**src/rtl/field_serializer.sv**
```systemverilog
// Serializes a 5-bit word {a[2:0], b, c} as start, 5 data bits LSB first,
// optional parity and stop, each line bit held CLKS_PER_BIT clocks.
module field_serializer #(
  parameter int CLKS_PER_BIT = 4,
  parameter int PARITY_EN    = 1,
  parameter int ODD_PARITY   = 0
) (
  input  logic       clk,
  input  logic       rst,
  input  logic [4:0] in_data,
  input  logic       in_valid,
  output logic       in_ready,
  output logic       ser_out,
  output logic       ser_active,
  output logic       frame_done,
  output logic [2:0] a_field,
  output logic       b_bit,
  output logic       c_bit,
  output logic [7:0] frame_cnt
);

  typedef enum logic [2:0] {IDLE, START, DATA, PARITY, STOP} state_t;

  localparam logic [7:0] LAST_CNT = 8'(CLKS_PER_BIT - 1);
  localparam logic       ODD_BIT  = (ODD_PARITY != 0);

  state_t     state, state_next;
  logic [7:0] bit_cnt, bit_cnt_next;
  logic [2:0] bit_idx, bit_idx_next;
  logic [4:0] data_reg;
  logic       ser_next;
  logic       done_next;
  logic       accept;
  logic       last_cycle;
  logic       parity_bit;

  assign in_ready   = (state == IDLE) && !rst;
  assign accept     = in_valid && in_ready;
  assign last_cycle = (bit_cnt == LAST_CNT);
  assign parity_bit = (^data_reg) ^ ODD_BIT;
  assign ser_active = (state != IDLE);
  assign a_field    = data_reg[4:2];
  assign b_bit      = data_reg[1];
  assign c_bit      = data_reg[0];

  // ser_next is the level the line takes in the cycle after this edge, so the
  // registered ser_out lines up exactly with the state it belongs to.
  always_comb begin
    // NOTE: every output of this block gets a default first, so no path can
    // leave a variable unassigned and infer a latch.
    state_next   = state;
    bit_cnt_next = bit_cnt + 8'd1;
    bit_idx_next = bit_idx;
    ser_next     = 1'b1;
    done_next    = 1'b0;
    unique case (state)
      IDLE: begin
        bit_cnt_next = 8'd0;
        if (accept) begin
          state_next = START;
          ser_next   = 1'b0;
        end
      end
      START: begin
        ser_next = 1'b0;
        if (last_cycle) begin
          state_next   = DATA;
          bit_cnt_next = 8'd0;
          bit_idx_next = 3'd0;
          ser_next     = data_reg[0];
        end
      end
      DATA: begin
        ser_next = data_reg[bit_idx];
        if (last_cycle) begin
          bit_cnt_next = 8'd0;
          if (bit_idx == 3'd4) begin
            if (PARITY_EN != 0) begin
              state_next = PARITY;
              ser_next   = parity_bit;
            end else begin
              state_next = STOP;
              ser_next   = 1'b1;
            end
          end else begin
            bit_idx_next = bit_idx + 3'd1;
            ser_next     = data_reg[bit_idx + 3'd1];
          end
        end
      end
      PARITY: begin
        ser_next = parity_bit;
        if (last_cycle) begin
          state_next   = STOP;
          bit_cnt_next = 8'd0;
          ser_next     = 1'b1;
        end
      end
      STOP: begin
        if (last_cycle) begin
          state_next   = IDLE;
          bit_cnt_next = 8'd0;
          done_next    = 1'b1;
        end
      end
      default: begin
        state_next   = IDLE;
        bit_cnt_next = 8'd0;
      end
    endcase
  end

  // NOTE: sequential state uses non-blocking assignments so every register
  // samples the pre-edge values regardless of statement order.
  always_ff @(posedge clk or posedge rst) begin
    if (rst) begin
      state      <= IDLE;
      bit_cnt    <= 8'd0;
      bit_idx    <= 3'd0;
      data_reg   <= 5'd0;
      ser_out    <= 1'b1;
      frame_done <= 1'b0;
      frame_cnt  <= 8'd0;
    end else begin
      state      <= state_next;
      bit_cnt    <= bit_cnt_next;
      bit_idx    <= bit_idx_next;
      ser_out    <= ser_next;
      frame_done <= done_next;
      if (accept)    data_reg  <= in_data;
      if (done_next) frame_cnt <= frame_cnt + 8'd1;
    end
  end

endmodule

```
**config.mk**
```make
export PLATFORM = sky130hd
export DESIGN_NAME = field_serializer
export DESIGN_NICKNAME = d
export VERILOG_FILES = /design/src/rtl/field_serializer.sv
export SDC_FILE = /design/constraint.sdc
export NUM_CORES = 1
export LEC_CHECK = 0
export CAP_MARGIN = 0
export CELL_PAD_IN_SITES_DETAIL_PLACEMENT = 1
export CELL_PAD_IN_SITES_GLOBAL_PLACEMENT = 1
export CORE_MARGIN = 2
export CORE_UTILIZATION = 44
export DETAILED_ROUTE_END_ITERATION = 8
export PLACE_DENSITY_LB_ADDON = 0.1
export SYNTH_ARGS = -nofsm -noshare
export SYNTH_HDL_FRONTEND = slang
export SYNTH_SLANG_ARGS = --single-unit
```
**constraint.sdc**
```tcl
create_clock -name clk -period 5.6 [get_ports clk]
set_input_delay 1.12 -clock clk [delete_from_list [all_inputs] [get_ports clk]]
set_output_delay 1.12 -clock clk [all_outputs]
set_load 0.01 [all_outputs]
```
==> qor.yml, run 1 <==
status: "finished, final reports clean"
setup_viol: 0
power_density_nw_per_um2: 365
cp_max_fo: 3
vias: 1209
worst_pin_slew_ps: 403
fmax_mhz: 299
syn-cell-area_um2: 1560
hold_viol: 0
yosysWarnings: 0
grt_pass1_vias: 1276
yosysUniqueCellTypes: 39
die_area_um2: 4040
synth_top_area_share_pct: 44.8
port_buffers: 24
clock_path_buffers: 2
maxCapViolCount: 0
synth.ff_latch_count: 29
ctsResizeCount: 0
nNetsFinal: 186
grt_use_total_pct: 20.1
initial_core_util_pct: 46.5
slew_viol_final: 0
fin_skew_ps: 4.41
avgViaCountPerCell: 5.47
antenna_found_initial: 0
crit_path_end_kind: "output pin"
dp.cells: 213
cts_tree: "yes"
async_flop_share_pct: 100
fp-row-count: 21
dpl_cell_area_um2: 1840
wire_per_inst_um: 16.3
fin_tns_setup_ps: 0
yosysSeqAreaShare_pct: 46.5
rsz0062_at_grt: "false"
finalWirelength_um: 3590
clock_latency_ps: 340
cts-htree-levels: 2
drt_iter0_markers: 58
cp.required_ps: 4480
critPathArrivalTime_ps: 2220
total_leakage_power_nw: 0.825
die_w_um: 63.6
synthToLayoutAreaGrowth_pct: 21.3
path_class: "input port to output pin"
ys_top_cells_by_area: "dfrtp_1, mux2_2, xnor2_1"
start_kind: "input port"
avgSynthCellArea_um2: 10.6
dieHeight_um: 63.6
hold_class: "flop to flop"
post-cts-setup-buffer-count: 0
seq_area_um2: 727
first_pass_iters: 4
finalInstanceArea_um2: 1900
ioPinCount: 25
drive_gt1_share_pct: 13.7
antennaDiodeCount: 0
clkSinkCount: 29
synth_top_flop_cell: "dfrtp_1"
grt_max_degree: 30
drc: 0
synth_edf_count: 0
slew_headroom_pct: 73.0
grt_pass1_wl_um: 6120
cts_buffers: 5
overflow: 0
dp_hpwl_um: 2680
fin_crit_sh_pct: 59.7
min_period_ps: 3340
netlist_instances: 148
ir_worst_vdd_uv: 161
stdcell_count: 221
multi_input_area_um2: 793
antenna_left: 0
ctsHoldBuffers: 0
cts-root-buf: "clkbuf_4"
synth_nets: 160
yosys.area.top_type: "dfrtp_1"
nFillCells: 400
cts.clk_slew.worst_paths_ps: 90
coreArea_um2: 3360
finalWeightedCongestion: 0.833
## area by class of cell
type	count	share of cell area, %
clock buffer	6	2.18
sequential	29	38.3
tap	46	3.04
multi-input combinational	108	41.8
inverter	5	0.990
clock inverter	2	0.528
timing repair buffer	25	13.1
## power breakdown
group	total (mW)	switching [mW]	internal [mW]	leakage [nW]
registers	0.301	0.0555	0.245	0.388
clock network	0.127	0.0794	0.0477	0.0320
logic	0.265	0.118	0.147	0.405
total	0.693	0.253	0.440	0.825
## layer usage
layer | GRT usage, % | part of all wire, % | vias up
met5 | 0 | 0 | -
met2 | 33.2 | 49 | 23
met4 | 8.70 | 2.3 | 0
li1 | - | - | 575
met1 | 23.3 | 44 | 603
met3 | 7.32 | 4.7 | 8
## cells in the final DEF, fill, tap and decap left out, types with 5 or more instances in the layout
master	count
inv_1	5
nor2_1	17
dfrtp_1	28
mux2_2	8
nand3_1	5
xor2_1	8
clkbuf_4	5
xnor2_1	8
clkdlybuf4s50_1	24
nand2_1	8
## metrics by stage
step | setup WS [ps] | total power, mW | util [%] | hold slack (ps)
final | 2260 | 0.693 | 56.4 | 476
after global routing | 2200 | 0.739 | 56.4 | 501
after CTS | 2240 | 0.704 | 56.4 | 482
after detailed placement | 2240 | 0.575 | 54.8 | 464
after global placement | 2290 | 0.559 | 54.8 | 457
after floorplan | 3190 | 0.463 | - | 448
## Yosys cell counts, types with 2 or more instances
cell       number
nor4_1          2
nor3b_1         3
mux2i_1         3
nand2_1         8
nor2b_1         3
clkbuf_1        5
or3b_2          3
dfrtp_1        28
nor2_1         17
mux2_2          8
nand3_1         5
nand4_1         4
a21oi_1         2
inv_1           5
nand2b_1        2
o21ai_0         3
xnor2_1         8
ha_1            4
xor2_1          8
o22ai_1         3
o2111ai_1       2
and3_1          4
or3_1           2
## logic make-up after synthesis
kind of cell | Yosys count | share of synthesized area, %
muxes | 12 | 9.13
AOI/OAI and AO/OA | 14 | 6.01
DFF | 29 | 46.5
adders and majority gates | 4 | 3.20
buffers and inverters | 11 | 2.72
and+or+nand+nor | 61 | 22.0
xor gates and xnor gates | 17 | 10.4
## worst paths after layout
| path | slack, ps | cells past startpoint | endpoint | start |
|---|---|---|---|---|
| hold / removal | 480 | 1 | frame_cnt[7] | frame_cnt[7] |
| hold reg to reg | 480 | 1 | frame_cnt[7] | frame_cnt[7] |
| setup reg to reg | 3530 | 5 | frame_cnt[7] | bit_cnt[0] |
| max in group asynchronous | 4080 | 3 | ser_out | rst |
| setup / recovery | 2260 | 3 | in_ready | rst |
| min in group asynchronous | 1220 | 3 | state[0] | rst |
## critical path: stages
cell             delay (ps)
clkdlybuf4s50_1         440
nor2_1                  120
clkdlybuf4s50_1         550
Note: power is estimated with default switching activity, not from simulation.
==> inputs of run 2 (changes only) <==
--- a/config.mk
+++ b/config.mk
@@ -9,7 +9,7 @@
 export CELL_PAD_IN_SITES_DETAIL_PLACEMENT = 1
 export CELL_PAD_IN_SITES_GLOBAL_PLACEMENT = 1
 export CORE_MARGIN = 2
-export CORE_UTILIZATION = 44
+export CORE_UTILIZATION = 41
 export DETAILED_ROUTE_END_ITERATION = 8
 export PLACE_DENSITY_LB_ADDON = 0.1
 export SYNTH_ARGS = -nofsm -noshare
==> constraint.sdc (replaced) <==
create_clock -name clk -period 3.1 [get_ports clk]
set_input_delay 0.62 -clock clk [delete_from_list [all_inputs] [get_ports clk]]
set_output_delay 0.62 -clock clk [all_outputs]
set_load 0.01 [all_outputs]
==> qor.yml, run 2 (synthesized netlist as in run 1, its figures left out) <==
hold_depth: 1  # unchanged
clkPwrFrac_pct: 28.6  # +10 points
avgViaCountPerCell: 5.36  # -2.0%
total_leakage_power_nw: 0.851  # +3.1%
port_buffers: 24  # unchanged
fin_crit_sh_pct: 80.9
antennaDiodeCount: 0  # unchanged
rsz0062_at_grt: "false"
fin_tns_setup_ps: 0  # unchanged
maxCapViolCount: 0  # unchanged
coreArea_um2: 3660  # +8.9%
vias: 1196  # -1.1%
clkSinkCount: 29  # unchanged
ioPinCount: 25  # unchanged
worst_pin_slew_ps: 391  # -12.6 ps
grt_max_degree: 23  # -23%
cts-htree-levels: 2  # unchanged
mostFrequentLayoutCell: "dfrtp_1"
cts.clk_slew.worst_paths_ps: 70  # -20 ps
fmax_mhz: 399
antenna_found_initial: 0  # unchanged
ir_worst_vdd_uv: 327  # +100%
fp-row-count: 22  # +4.8%
cp.required_ps: 2480  # -2000 ps
cts-root-buf: "clkbuf_8"
grt_pass1_vias: 1281  # +0.39%
seq_power_share_pct: 37.4  # -6.0 points
dp_hpwl_um: 2660  # -0.69%
synthToLayoutAreaGrowth_pct: 25.9
min_period_ps: 2510
intPower_mw: 0.970  # +120%
layout_common_cells: "dfrtp_1, clkdlybuf4s50_1, nor2_1"
cp_max_fo: 13  # +10
cts_buffers: 5  # unchanged
combPwrFrac_pct: 34.0  # -4.2 points
die_area_um2: 4320  # +6.9%
dpl_cell_area_um2: 1850  # +0.14%
grt_use_total_pct: 18.9  # -1.2 points
crit_path_end_kind: "output pin"
path_class: "flop to output pin"
slew_viol_final: 0  # unchanged
setup_viol: 0  # unchanged
drc: 0  # unchanged
finalWeightedCongestion: 0.770  # -7.5%
overflow: 0  # unchanged
antenna_left: 0  # unchanged
cts_tree: "yes"
ctsHoldBuffers: 0  # unchanged
first_pass_iters: 4  # unchanged
power_mw: 1.45  # +110%
drt_iter0_markers: 51  # -12%
hold_viol: 0  # unchanged
fin_skew_ps: 4.78  # +0.369 ps
ctsResizeCount: 0  # unchanged
start_kind: "flop"
swShare_pct: 33.0  # -3.5 points
drive_gt1_share_pct: 14.3  # +0.57 points
grt_pass1_wl_um: 6100  # -0.34%
nNetsFinal: 186  # unchanged
switchingPower_mw: 0.479  # +89%
status: "finished, final reports clean"
initial_core_util_pct: 42.7  # -3.8 points
dieHeight_um: 65.7  # +3.4%
whs_ps: 478  # +2.56 ps
post-cts-setup-buffer-count: 0  # unchanged
finalWirelength_um: 3610  # +0.56%
die_w_um: 65.7  # +3.4%
clock_path_buffers: 2  # unchanged
finalInstanceArea_um2: 1970  # +3.8%
clock_latency_ps: 280  # -60 ps
hold_class: "flop to flop"
wire_per_inst_um: 16.2  # -0.35%
reg2reg_depth: 4  # -1
critPathArrivalTime_ps: 1890  # -330 ps
slew_headroom_pct: 73.7  # +0.69 points
power_density_nw_per_um2: 737  # +100%
run 2: cell types whose count changed in the layout (fill, tap and decap cells not counted):
cell | previous run | this run
bufinv_16 | 0 | 1
clkbuf_1 | 1 | 0
clkbuf_4 | 5 | 0
clkbuf_8 | 0 | 6
clkinv_2 | 2 | 0
clkinvlp_4 | 0 | 1
run 2: power groups by stage:
| stage | Combinational (mW) | Sequential, mW | Clock [mW] |
|---|---|---|---|
| after floorplan | 0.313 | 0.523 | 0 |
| final | 0.493 | 0.542 | 0.415 |
| after detailed placement | 0.488 | 0.547 | 0 |
| after global placement | 0.471 | 0.542 | 0 |
| after global routing | 0.540 | 0.555 | 0.436 |
| after CTS | 0.501 | 0.543 | 0.430 |
run 2: path summary, 6_finish.rpt:
path / start / end / slack (ps)
max in group asynchronous: rst / ser_out / 1810
max reg2reg: bit_cnt[0] / frame_cnt[1] / 1080
min: bit_cnt[0] / bit_cnt[0] / 480
min reg2reg: bit_cnt[0] / bit_cnt[0] / 480
min in group asynchronous: rst / bit_idx[2] / 650
max: state[0] / in_ready / 590
run 2: layer usage:
metal	up-vias	GRT usage [%]	part of all wire [%]
li1	572	-	-
met1	601	22.8	43
met2	18	31.9	52
met3	5	5.14	3.6
met4	0	7.03	1.2
met5	-	0	0
run 2: area by class of cell:
cell class              count  area [um^2]
clock buffers               6         82.6
flip-flops and latches     29          727
fillers                   407         1690
inverters                   5         18.8
repair buffers             25          248
multi-input cells         108          793
clock inverters             2         37.5
well taps                  48         60.1
run 2: through the flow:
| stage | instances | setup slack (ps) | util, % |
|---|---|---|---|
| final | 223 | 591 | 53.7 |
| after global routing | 223 | 479 | 53.7 |
| after CTS | 223 | 572 | 53.7 |
| after detailed placement | 215 | 759 | 50.4 |
| after floorplan | 148 | 1260 | - |
| after global placement | 215 | 790 | 50.4 |
run 2: critical path, stage by stage (launching register included):
cell and delay, ps:
dfrtp_1 500, or3_1 460, nor2_1 110, clkdlybuf4s50_1 540
